File: config.mk
export PLATFORM = sky130hd
export DESIGN_NAME = aes_block_loader
export DESIGN_NICKNAME = d
export VERILOG_FILES = /design/src/rtl/aes_block_loader.sv
export SDC_FILE = /design/constraint.sdc
export NUM_CORES = 1
export LEC_CHECK = 0
export ABC_CLOCK_PERIOD_IN_PS = 2050
export BUFFER_PORTS_ARGS = -buffer_cell sky130_fd_sc_hd__clkbuf_2
export CAP_MARGIN = 20
export CORE_AREA = 2 2 107 109
export DETAILED_ROUTE_END_ITERATION = 16
export DIE_AREA = 0 0 109 111
export HOLD_SLACK_MARGIN = 0.1
export PLACE_DENSITY = 0.78
export SLEW_MARGIN = 10
export SYNTH_ARGS = -nofsm -noshare
export SYNTH_HDL_FRONTEND = slang
export SYNTH_SLANG_ARGS = --single-unit
File: constraint.sdc
create_clock -name clk -period 2.05 [get_ports clk]
set_input_delay 0.5125 -clock clk [delete_from_list [all_inputs] [get_ports clk]]
set_output_delay 0.5125 -clock clk [all_outputs]
set_load 0.05 [all_outputs]
File: src/rtl/aes_block_loader.sv
// Byte-serial to block-parallel loader for the AES128 datapath.
// Packs NBYTES bytes MSB-first into one block and holds it until the consumer takes it.
module aes_block_loader #(
    parameter int NBYTES = 16,
    parameter int CW     = $clog2(NBYTES)
) (
    input  logic                  clk,
    input  logic                  rst_n,
    input  logic                  clear,
    input  logic                  in_valid,
    input  logic [7:0]            in_data,
    output logic                  in_ready,
    output logic                  out_valid,
    output logic [8*NBYTES-1:0]   out_block,
    input  logic                  out_ready,
    output logic [CW-1:0]         byte_cnt,
    output logic                  busy
);

    typedef enum logic {
        FILL = 1'b0,
        HOLD = 1'b1
    } state_t;

    state_t              state_q, state_d;
    logic [CW-1:0]       byte_cnt_q, byte_cnt_d;
    logic [8*NBYTES-1:0] block_q, block_d;
    logic                out_valid_q, out_valid_d;
    logic                accept;

    // Gated by rst_n so nothing is offered while reset is held.
    assign in_ready  = rst_n && (state_q == FILL) && !clear;
    assign accept    = in_valid && in_ready;
    assign out_valid = out_valid_q;
    assign out_block = block_q;
    assign byte_cnt  = byte_cnt_q;
    assign busy      = (byte_cnt_q != '0) || out_valid_q;

    always_comb begin
        state_d     = state_q;
        byte_cnt_d  = byte_cnt_q;
        block_d     = block_q;
        out_valid_d = out_valid_q;
        case (state_q)
            FILL: begin
                if (clear) begin
                    byte_cnt_d = '0;
                end else if (accept) begin
                    block_d = {block_q[8*NBYTES-9:0], in_data};
                    if (byte_cnt_q == CW'(NBYTES - 1)) begin
                        byte_cnt_d  = '0;
                        state_d     = HOLD;
                        out_valid_d = 1'b1;
                    end else begin
                        byte_cnt_d = byte_cnt_q + CW'(1);
                    end
                end
            end
            HOLD: begin
                if (out_ready) begin
                    state_d     = FILL;
                    out_valid_d = 1'b0;
                end
            end
            default: begin
                state_d     = FILL;
                out_valid_d = 1'b0;
            end
        endcase
    end

    always_ff @(posedge clk or negedge rst_n) begin
        if (!rst_n) begin
            state_q     <= FILL;
            byte_cnt_q  <= '0;
            block_q     <= '0;
            out_valid_q <= 1'b0;
        end else begin
            state_q     <= state_d;
            byte_cnt_q  <= byte_cnt_d;
            block_q     <= block_d;
            out_valid_q <= out_valid_d;
        end
    end

endmodule

# Word level (Yosys, flattened, before mapping)
# Index checks and enable logic that the tools add are counted.
# Widths: inputs -> output; s select.
# totals
inputBits	13
ff_bits	134
elab_cells	35
output_inout_bits	135
# op_classes
addsub	1
n_mux	13
n_reduce_logical	10
bitwise	2
eq_ne	5
# ops
cell	n
$mux 4	3
$mux 1	8
$ne 2x2->1 const B	3
$add 4x1->4 const B	1
$eq 4x4->1 const B	1
$pmux 1 s2	2
$reduce_and 4->1	1
$reduce_bool 4->1	1
$logic_and 1x1->1	3
$reduce_and 3->1	1
$ne 2x1->1 const B	1
$not 1->1	2
$reduce_and 2->1	1
$reduce_bool 2->1	1
$logic_not 1->1	1
$logic_or 1x1->1	1

# Depth between registers and ports, before layout
# Gate-level depths: netlist of run 1.
# depth
depth_word	7
mapped_depth	6
depth_no_buf	4

# Worst setup path before layout of run 1
# Ideal clock, no wire load.
# synth_path
kind	input to output
start	in rst_n
end	out in_ready
t_required_ps	1537
setup_slack_ps	-121
t_arrival_ps	1658
cell_stages	1
path_buffers	0
path_cell_list	nor3b_1
# synth_via
elab_chain_len	2
# synth_lines
item	line	text
start, declared	8	input logic rst_n,
$logic_and 1x1->1 (2 in series)	32	assign in_ready = rst_n && (state_q == FILL) && !clear;
end, declared	12	output logic in_ready,
# No other way between the ends.

# Worst setup path after layout of run 1
# layout_path
start	reg byte_cnt_q[1], in the netlist byte_cnt[1]
end	out busy
# layout_via
elab_chain_len	2
# layout_lines
item	line	text
start, declared	26	logic [CW-1:0] byte_cnt_q, byte_cnt_d;
start signal, assigned	80	byte_cnt_q <= byte_cnt_d;
$reduce_bool 4->1	37	assign busy = (byte_cnt_q != '0) || out_valid_q;
$logic_or 1x1->1	37	
end, declared	17	output logic busy
# No other way between the ends.

==> results of run 1 <==
state kept, by name (all words and copies together), names as in the netlist:
register   cells
state_q        1
out_valid      1
out_block    128
byte_cnt       4
logic make-up after synthesis:
| kind of cell | Yosys count |
|---|---|
| AOI/OAI and AO/OA | 9 |
| adders and majority gates | 2 |
| buffers and inverters | 18 |
| DFF | 134 |
| muxes | 128 |
| and+or+nand+nor | 15 |
critical path, stage by stage (launching register included):
cell	delay, ns
dfrtp_1	0.39
inv_2	0.07
ha_4	0.12
or4b_4	0.46
clkbuf_16	0.19
cell usage after synthesis (all sizes together):
| library cell | n |
|---|---|
| dfrtp | 134 |
| mux2 | 128 |
| buf | 15 |
| nand2 | 4 |
| inv | 3 |
| o21ai | 3 |
| ha | 2 |
| nor2 | 2 |
| a21oi | 1 |
| a22o | 1 |
| a31o | 1 |
| nand3 | 1 |
| nand4 | 1 |
| nand4b | 1 |
| nor3b | 1 |
| nor4bb | 1 |
| o211ai | 1 |
| o22a | 1 |
| o31ai | 1 |
| or2 | 1 |
| or3b | 1 |
| or4 | 1 |
| or4b | 1 |
metrics by stage:
stage | hold WS [ns] | area (µm²) | total power, W
finish | 0.155 | 7080 | 0.0107
global route | 0.190 | 7080 | 0.0111
CTS | 0.158 | 7080 | 0.0108
detailed placement | 0.499 | 6470 | 0.00785
global placement | 0.489 | 6470 | 0.00777
floorplan | 0.217 | 5580 | 0.00689
timing repair:
item	4_1_cts	5_1_grt
gates resized for setup	7	0
setup buffers	2	0
setup endpoints to repair	1	1
gates cloned	0	0
hold buffers	0	0
pin swaps	1	0
final cells by class:
class | count | area, µm² | share of cell area [%]
inverters | 3 | 11.3 | 0.159
clock buffers | 20 | 467 | 6.59
repair buffers | 166 | 967 | 13.7
flip-flops and latches | 134 | 3350 | 47.4
well taps | 143 | 179 | 2.53
multi-input cells | 154 | 2000 | 28.3
clock inverters | 12 | 103 | 1.45
worst paths after layout:
path                                     start              to  cells after the start
worst min register to register  out_block[120]  out_block[120]                      1
min in group clk                     out_ready         state_q                      2
worst max register to register         state_q  out_block[116]                      4
max in group asynchronous                rst_n   out_block[40]                      2
worst max-delay path               byte_cnt[1]            busy                      4
worst min-delay path                     rst_n       out_valid                      2
routing by layer:
layer	GRT usage (%)	wire length [µm]	vias up
met5	0	0	-
met1	26.0	4670	1629
li1	-	-	1430
met3	7.11	857	11
met4	5.90	119	0
met2	26.5	4820	124
power by group:
group | internal, W | switching [W]
Sequential | 0.00326 | 0.000536
Clock | 0.00176 | 0.00113
Combinational | 0.00127 | 0.00273
==> summary.md, run 1 <==
| Metric | Value |
|---|---|
| Status | finished, violations left |
| Failing checks | setup timing |
| Starting Density | 50.2% |
| Bufs on Longest Clock Path | 2 |
| Final Skew | 0.00757 ns |
| Layout cells sized above 1 | 69.1% |
| Simple-gate area share of the yosys netlist | 1.93% |
| Full die area | 12100 µm² |
| CTS Buf Count | 17 |
| PwrDens | 1510 nW/µm² |
| CP Max Fanout | 2 |
| Utilization after layout | 63.9% |
| Core Area | 11100 µm² |
| Worst Tran Pin Value | 0.671 ns |
| RePlAce Congestion | 0.738 |
| Post-synthesis compound-gate area fraction | 1.17% |
| Largest net degree at the start of global routing | 56 |
| Fill count | 837 |
| Setup crit end kind | output pin |
| Clk slew on worst S/H paths | 0.06 ns |
| Final setup TNS | -0.101 ns |
| Cells after Synth | 306 |
| Layout area overhead | 27.3% |
| Max_slew headroom | 55.3% |
| Global-route wire length before repair | 17300 µm |
| RSZ-0062 raised after global routing | true |
| Yosys warning count | 0 |
| Dpl ws | 0.127 ns |
| Cell taking the most area after synthesis | dfrtp_1 |
| Overall Global Routing Usage | 18.5% |
| CTS tree | built |
| Synth Area per Inst | 18.2 µm² |
| # rows | 39 |
| Drt first pass iters | 4 |
| Setup CP Type | reg -> out |
| Fmax | 465 MHz |
| Hold WC Path Type | in -> async |
| Syn Nets | 321 |
| CTS root buf | clkbuf_16 |
| Post-synthesis mux area share | 31.8% |
| Worst Setup Start Kind | register |
| CTS H-tree depth | 4 |
| DP Cell Count | 598 |
| Grt total ovfl | 0 |
| Worst vdd ir | 1.06 mV |
| Vias per cell | 5.05 |
| Post-Synth XOR/XNOR Area | 0% |
| Clock Latency Late Sink | 0.41 ns |
| Tmin final | 2.15 ns |
| IO buf count | 147 |
| Leak | 3.74 nW |
| Synth Cell Area | 5570 µm² |
| Drt wl/cell | 16.6 µm |
| Final Slew Violations | 0 |
| Vias in the first global route | 3296 |
| Detailed Route Iter0 Violations | 157 |
| Final cell count without fillers | 632 |
| Cell variety after synth | 27 |
| R2R Setup Slk | 0.32 ns |
| WL final | 10500 µm |
| Initial antenna violation count | 0 |
| CTS sink cnt | 134 |
| Leading cell type in the layout, fill and taps excluded | clkbuf_2 |
| Area contributors post-synth | dfrtp_1 (60%), mux2_4 (23%), mux2_2 (8.3%) |
| Final nets | 491 |
| Final setup violation count | 1 |
| DRC violation count after routing | 0 |
| Chip width | 109 µm |
| Final antenna diode count | 0 |
| Final Hold Violating Endpoints | 0 |
| CP Data Arrival Time | 1.64 ns |
| Adder-cell share of the synthesized area | 0.450% |
| Detail Route Antenna Nets | 0 |
| Largest family of logic cells by synthesized area | multiplexers |
| DR vias | 3194 |
| Seq/Total Area, Yosys | 60.3% |
| Io pins | 148 |
| Max Cap Viol | 0 |
| Most frequent cells in the layout | clkbuf_2 (145), dfrtp_1 (133), mux2_4 (87), mux2_2 (41), clkbuf_16 (18) |
| Synthesized flop and latch total | 134 |
| Synth top area share | 60.3% |
| Die height | 111 µm |
| Final worst slack | -0.101 ns |
| Worst EP required | 1.54 ns |
| Fin crit share | 105% |
| HPWL Detailed | 7260 µm |
Power figures use the tool's default switching activity.
==> run 2, diff against run 1 <==
- RECOVER_POWER: not set -> 50
==> run 2 against run 1 <==
Net effect: the flow still finishes with violations (setup timing); sequential share of layout area rose by 0.78 points; clock skew barely moved; clock power barely moved; register-to-register slack got worse by 0.32 ns; flip-flop and latch count did not move; die area did not move; routed wire length rose by 0.87%; count of clock-buffer cells in the layout did not move; cell count did not move; critical path type unchanged.
==> summary.md, run 2 (synthesized netlist as in run 1, its figures left out) <==
| Metric | Value |
|---|---|
| Met3 usage | 7.11% |
| # hold bufs at CTS | 0 |
| CTS Buf Count | 17 |
| R2R Setup Slk | 0 ns |
| Worst Setup Start Kind | register |
| Critical Path Source | byte_cnt[1] |
| Full die area | 12100 µm² |
| Hold slack | 0.293 ns |
| Final cell count without fillers | 632 |
| Most frequent cells in the layout | dfrtp_1 (133), clkbuf_2 (89), mux2_4 (84), clkbuf_1 (60), mux2_2 (41) |
| Global-route wire length before repair | 17300 µm |
| Largest net degree at the start of global routing | 56 |
| GRT busiest layer | met2 |
| Worst EP required | 1.54 ns |
| PwrDens | 1520 nW/µm² |
| Hold WC Path Type | in -> reg |
| Clk slew on worst S/H paths | 0.06 ns |
| Core Area | 11100 µm² |
| Setup CP Type | reg -> out |
| Final antenna diode count | 0 |
| Max_slew headroom | 13.9% |
| DP Cell Count | 598 |
| Layout cells sized above 1 | 56.0% |
| Leak | 3.53 nW |
| Clock Latency Late Sink | 0.41 ns |
| Setup crit end kind | output pin |
| Bufs on Longest Clock Path | 2 |
| Worst Tran Pin Value | 1.29 ns |
| CTS sink cnt | 134 |
| WL final | 10600 µm |
| Worst vdd ir | 1.05 mV |
| Die height | 111 µm |
| CTS H-tree depth | 4 |
| CTS tree | built |
| Final Hold Violating Endpoints | 0 |
| RSZ-0062 raised after global routing | true |
| Vias in the first global route | 3296 |
| Drt wl/cell | 16.7 µm |
| Chip width | 109 µm |
| Layout area overhead | 25.2% |
| GRT met1 Usage | 26.0% |
| Detailed Route Iter0 Violations | 153 |
| Max Cap Viol | 0 |
| RR Startpoint | state_q |
| Drt first pass iters | 4 |
| RePlAce Congestion | 0.738 |
| Hold path start | out_ready |
| Fmax | 465 MHz |
| Final setup violation count | 1 |
| Initial antenna violation count | 0 |
| DRC violation count after routing | 0 |
| Final nets | 491 |
| # rows | 39 |
| Leading cell type in the layout, fill and taps excluded | dfrtp_1 |
| Met2 GRT Util | 26.5% |
| Overall Global Routing Usage | 18.5% |
| CP Data Arrival Time | 1.64 ns |
| HPWL Detailed | 7260 µm |
| CP Max Fanout | 2 |
| Final worst slack | -0.101 ns |
| Final Skew | 0.00803 ns |
| Fin crit share | 105% |
| Grt total ovfl | 0 |
| Utilization after layout | 62.9% |
| CTS root buf | clkbuf_16 |
| Io pins | 148 |
| Starting Density | 50.2% |
| Vias per cell | 5.04 |
| DR vias | 3188 |
| Largest register FFs | 128 |
| IO buf count | 147 |
| Detail Route Antenna Nets | 0 |
| Fill count | 882 |
| Tmin final | 2.15 ns |
| Failing checks | setup timing |
| Power Total | 0.0106 W |
| Final Slew Violations | 0 |
| Status | finished, violations left |
run 2: area by class of cell:
class,instances,area (µm²),share of cell area [%]
tap,143,179,2.57
clock buffer,20,467,6.70
inverter,3,11.3,0.162
multi-input combinational,154,1980,28.4
timing repair buffer,166,878,12.6
clock inverter,12,103,1.47
sequential,134,3350,48.1
run 2: path summary, 6_finish.rpt:
path / endpoint / depth (start not counted)
worst min register to register: out_block[120] / 1
max in group asynchronous: out_block[40] / 2
worst max-delay path: busy / 4
min in group asynchronous: out_valid / 2
worst min-delay path: state_q / 2
worst max register to register: out_block[116] / 4
run 2: worst max-delay path, cell delays in order (launching register included):
cell and delay, ns:
dfrtp_1 0.39, inv_2 0.07, ha_4 0.12, or4b_4 0.46
clkbuf_16 0.19
run 2: per-stage QoR:
step | cell area (µm²) | setup TNS (ns) | worst slack, ns
after detailed placement | 6470 | 0 | 0.127
final | 6970 | -0.101 | -0.101
after global placement | 6470 | 0 | 0.141
after CTS | 7080 | -0.118 | -0.118
after floorplan | 5580 | 0 | 0.156
after global routing | 6970 | -6.59 | -0.154
run 2: per-layer routing:
metal / share of wire, % / wire length [µm]
met5: 0 / 0
met4: 1.1 / 119
met3: 7.8 / 823
met2: 46 / 4870
met1: 45 / 4750
run 2: repair_timing:
item | in CTS | in global routing
setup buffers | 2 | 0
pin swaps | 1 | 0
endpoints found under the hold margin | 0 | 0
endpoints found under the setup margin | 1 | 1
resized for setup | 7 | 0
run 2: where the power goes:
| group | internal [W] | switching, W | total [W] |
|---|---|---|---|
| Clock | 0.00176 | 0.00112 | 0.00288 |
| Sequential | 0.00326 | 0.000533 | 0.00379 |
| Combinational | 0.00120 | 0.00273 | 0.00393 |
==> run 3, diff against run 2 <==
- CORE_AREA: 2 2 107 109 -> 2 2 127 92
- DIE_AREA: 0 0 109 111 -> 0 0 129 94
==> run 3 against run 2 <==
Net effect: the flow finishes with violations (capacitance limit, slew limit, setup timing); via count down 0.94%; cell area is 0.83% higher; clock skew shrank 0.0023 ns; sequential share of layout area down 0.36 points; sequential power is 1% higher; clock power rose by 14%; core utilization up 1.8 points; largest cell class unchanged.
==> summary.md, run 3 (synthesized netlist as in run 1, its figures left out) <==
| Metric | Value |
|---|---|
| Status | finished, violations left |
| Failing checks | capacitance limit, slew limit, setup timing |
| Final Skew | 0.00572 ns |
| Final worst slack | -0.113 ns |
| Final Hold Violating Endpoints | 0 |
| Final setup TNS | -0.199 ns |
| RePlAce Congestion | 0.823 |
| Layout cells sized above 1 | 55.1% |
| Starting Density | 51.3% |
| Clock Latency Late Sink | 0.40 ns |
| Leading cell type in the layout, fill and taps excluded | dfrtp_1 |
| Share of power burned in registers | 34.6% |
| Setup crit end kind | output pin |
| Largest register FFs | 128 |
| Vias per cell | 4.95 |
| DRC violation count after routing | 0 |
| Fmax | 462 MHz |
| IO buf count | 147 |
| PwrDens | 1580 nW/µm² |
| Max Cap Viol | 1 |
| FF/Latch Area | 3360 µm² |
| CTS H-tree depth | 4 |
| Int Power | 0.00664 W |
| Multi-input gate area | 1970 µm² |
| CTS tree | built |
| CP delay by family, top | simple AND/OR/NAND/NOR gates |
| Fin crit share | 106% |
| Power Total | 0.0111 W |
| Worst path buffer plus inverter count | 2 |
| CTS root buf | clkbuf_16 |
| WL final | 11200 µm |
| Worst vdd ir | 1.13 mV |
| Final cell count without fillers | 638 |
| CP Data Arrival Time | 1.65 ns |
| Worst Setup Start Kind | register |
| Largest net degree at the start of global routing | 126 |
| Drt wl/cell | 17.6 µm |
| CP cell instances | inv_2, ha_4, or4b_4, clkbuf_16 |
| CTS Buf Count | 17 |
| DP Cell Count | 602 |
| Detail Route Antenna Nets | 0 |
| Detailed Route Iter0 Violations | 79 |
| Clock power share | 29.7% |
| Overall Global Routing Usage | 19.5% |
| Bufs on Longest Clock Path | 2 |
| CP Max Fanout | 2 |
| Io pins | 148 |
| Setup CP Type | reg -> out |
| Final setup violation count | 15 |
| Hold WC Path Type | in -> reg |
| Final Slew Violations | 126 |
| Worst EP required | 1.54 ns |
| Net Sw Frac | 40.1% |
| DR vias | 3158 |
| Final nets | 487 |
| Global-route wire length before repair | 17800 µm |
| Fill count | 816 |
| Tmin final | 2.16 ns |
| Leak | 3.54 nW |
| Worst Tran Pin Value | 1.66 ns |
| HPWL Detailed | 7480 µm |
| CTS sink cnt | 134 |
| Vias in the first global route | 3332 |
| Die height | 94 µm |
| Clk slew on worst S/H paths | 0.05 ns |
| RSZ-0062 raised after global routing | true |
| CP peak stage delay | 0.46 ns |
| Max_slew headroom | -10.5% |
| Drt first pass iters | 4 |
| Chip width | 129 µm |
| Slowest stage cell, crit path | or4b_4 |
| Most frequent cells in the layout | dfrtp_1 (131), clkbuf_2 (87), mux2_4 (82), clkbuf_1 (62), mux2_2 (41) |
| # rows | 32 |
| Final antenna diode count | 0 |
| Full die area | 12100 µm² |
| Layout area overhead | 26.2% |
| Core Area | 10900 µm² |
| Gate power share | 35.7% |
| Initial antenna violation count | 0 |
| Grt total ovfl | 0 |
| Net Switching | 0.00444 W |
## run 3: cell count changes in the layout (fill, tap and decap cells not counted), sizes merged
| cell | change |
|---|---|
| bufinv | +4 |
| buf | -4 |
| dlygate4sd3 | +1 |
| clkinvlp | -2 |
| clkinv | -1 |
| clkbuf | -2 |
## run 3: area by class of cell
type,instances,share of cell area [%]
timing repair buffer,162,12.1
multi-input combinational,154,28.0
clock buffer,19,6.30
clock inverter,13,2.89
tap,153,2.72
inverter,3,0.160
sequential,134,47.8
## run 3: power by group through the flow
stage | registers [W] | logic (W) | clock network (W)
floorplan | 0.00587 | 0.00103 | 0
CTS | 0.00385 | 0.00407 | 0.00335
finish | 0.00384 | 0.00396 | 0.00329
detailed placement | 0.00387 | 0.00403 | 0
global route | 0.00392 | 0.00410 | 0.00347
global placement | 0.00382 | 0.00398 | 0
## run 3: worst register-to-register path, stage by stage, from the launching register on
cell	delay, ns
dfrtp_1	0.46
nor4bb_1	0.62
clkbuf_1	0.25
buf_12	0.24
mux2_2	0.38
## run 3: worst paths after layout
check                                 start             end  slack [ns]  cells past startpoint
worst max-delay path            byte_cnt[1]            busy       -0.11                      4
worst min-delay path              out_ready         state_q        0.31                      2
worst max register to register      state_q   out_block[90]       -0.02                      4
worst min register to register    out_valid       out_valid        0.51                      2
max in group asynchronous             rst_n  out_block[121]        0.33                      2
min in group asynchronous             rst_n   out_block[71]        0.65                      2
## run 3: layer usage
| metal | GRT usage (%) | wire (µm) | up-vias |
|---|---|---|---|
| met4 | 5.43 | 121 | 0 |
| met5 | 0 | 0 | - |
| met1 | 25.2 | 4870 | 1625 |
| met2 | 31.3 | 5540 | 99 |
| met3 | 7.18 | 685 | 13 |
| li1 | - | - | 1421 |
## run 3: stage by stage
stage          hold WS, ns  cell area (µm²)  setup slack [ns]  utilization [%]
6_report             0.305             7030            -0.113             64.7
5_1_grt              0.290             7030            -0.169             64.7
4_1_cts              0.255             7150            -0.129             65.9
3_5_place_dp         0.478             6450            0.0956             59.4
3_3_place_gp         0.472             6450             0.138             59.4
2_1_floorplan        0.217             5580             0.156                -
## run 3: what timing repair did
item,4_1_cts,5_1_grt
setup buffers,2,1
hold buffers,1,0
gates cloned,0,0
resized for setup,8,1
endpoints found under the setup margin,1,1
pin swaps,1,1
endpoints found under the hold margin,9,0
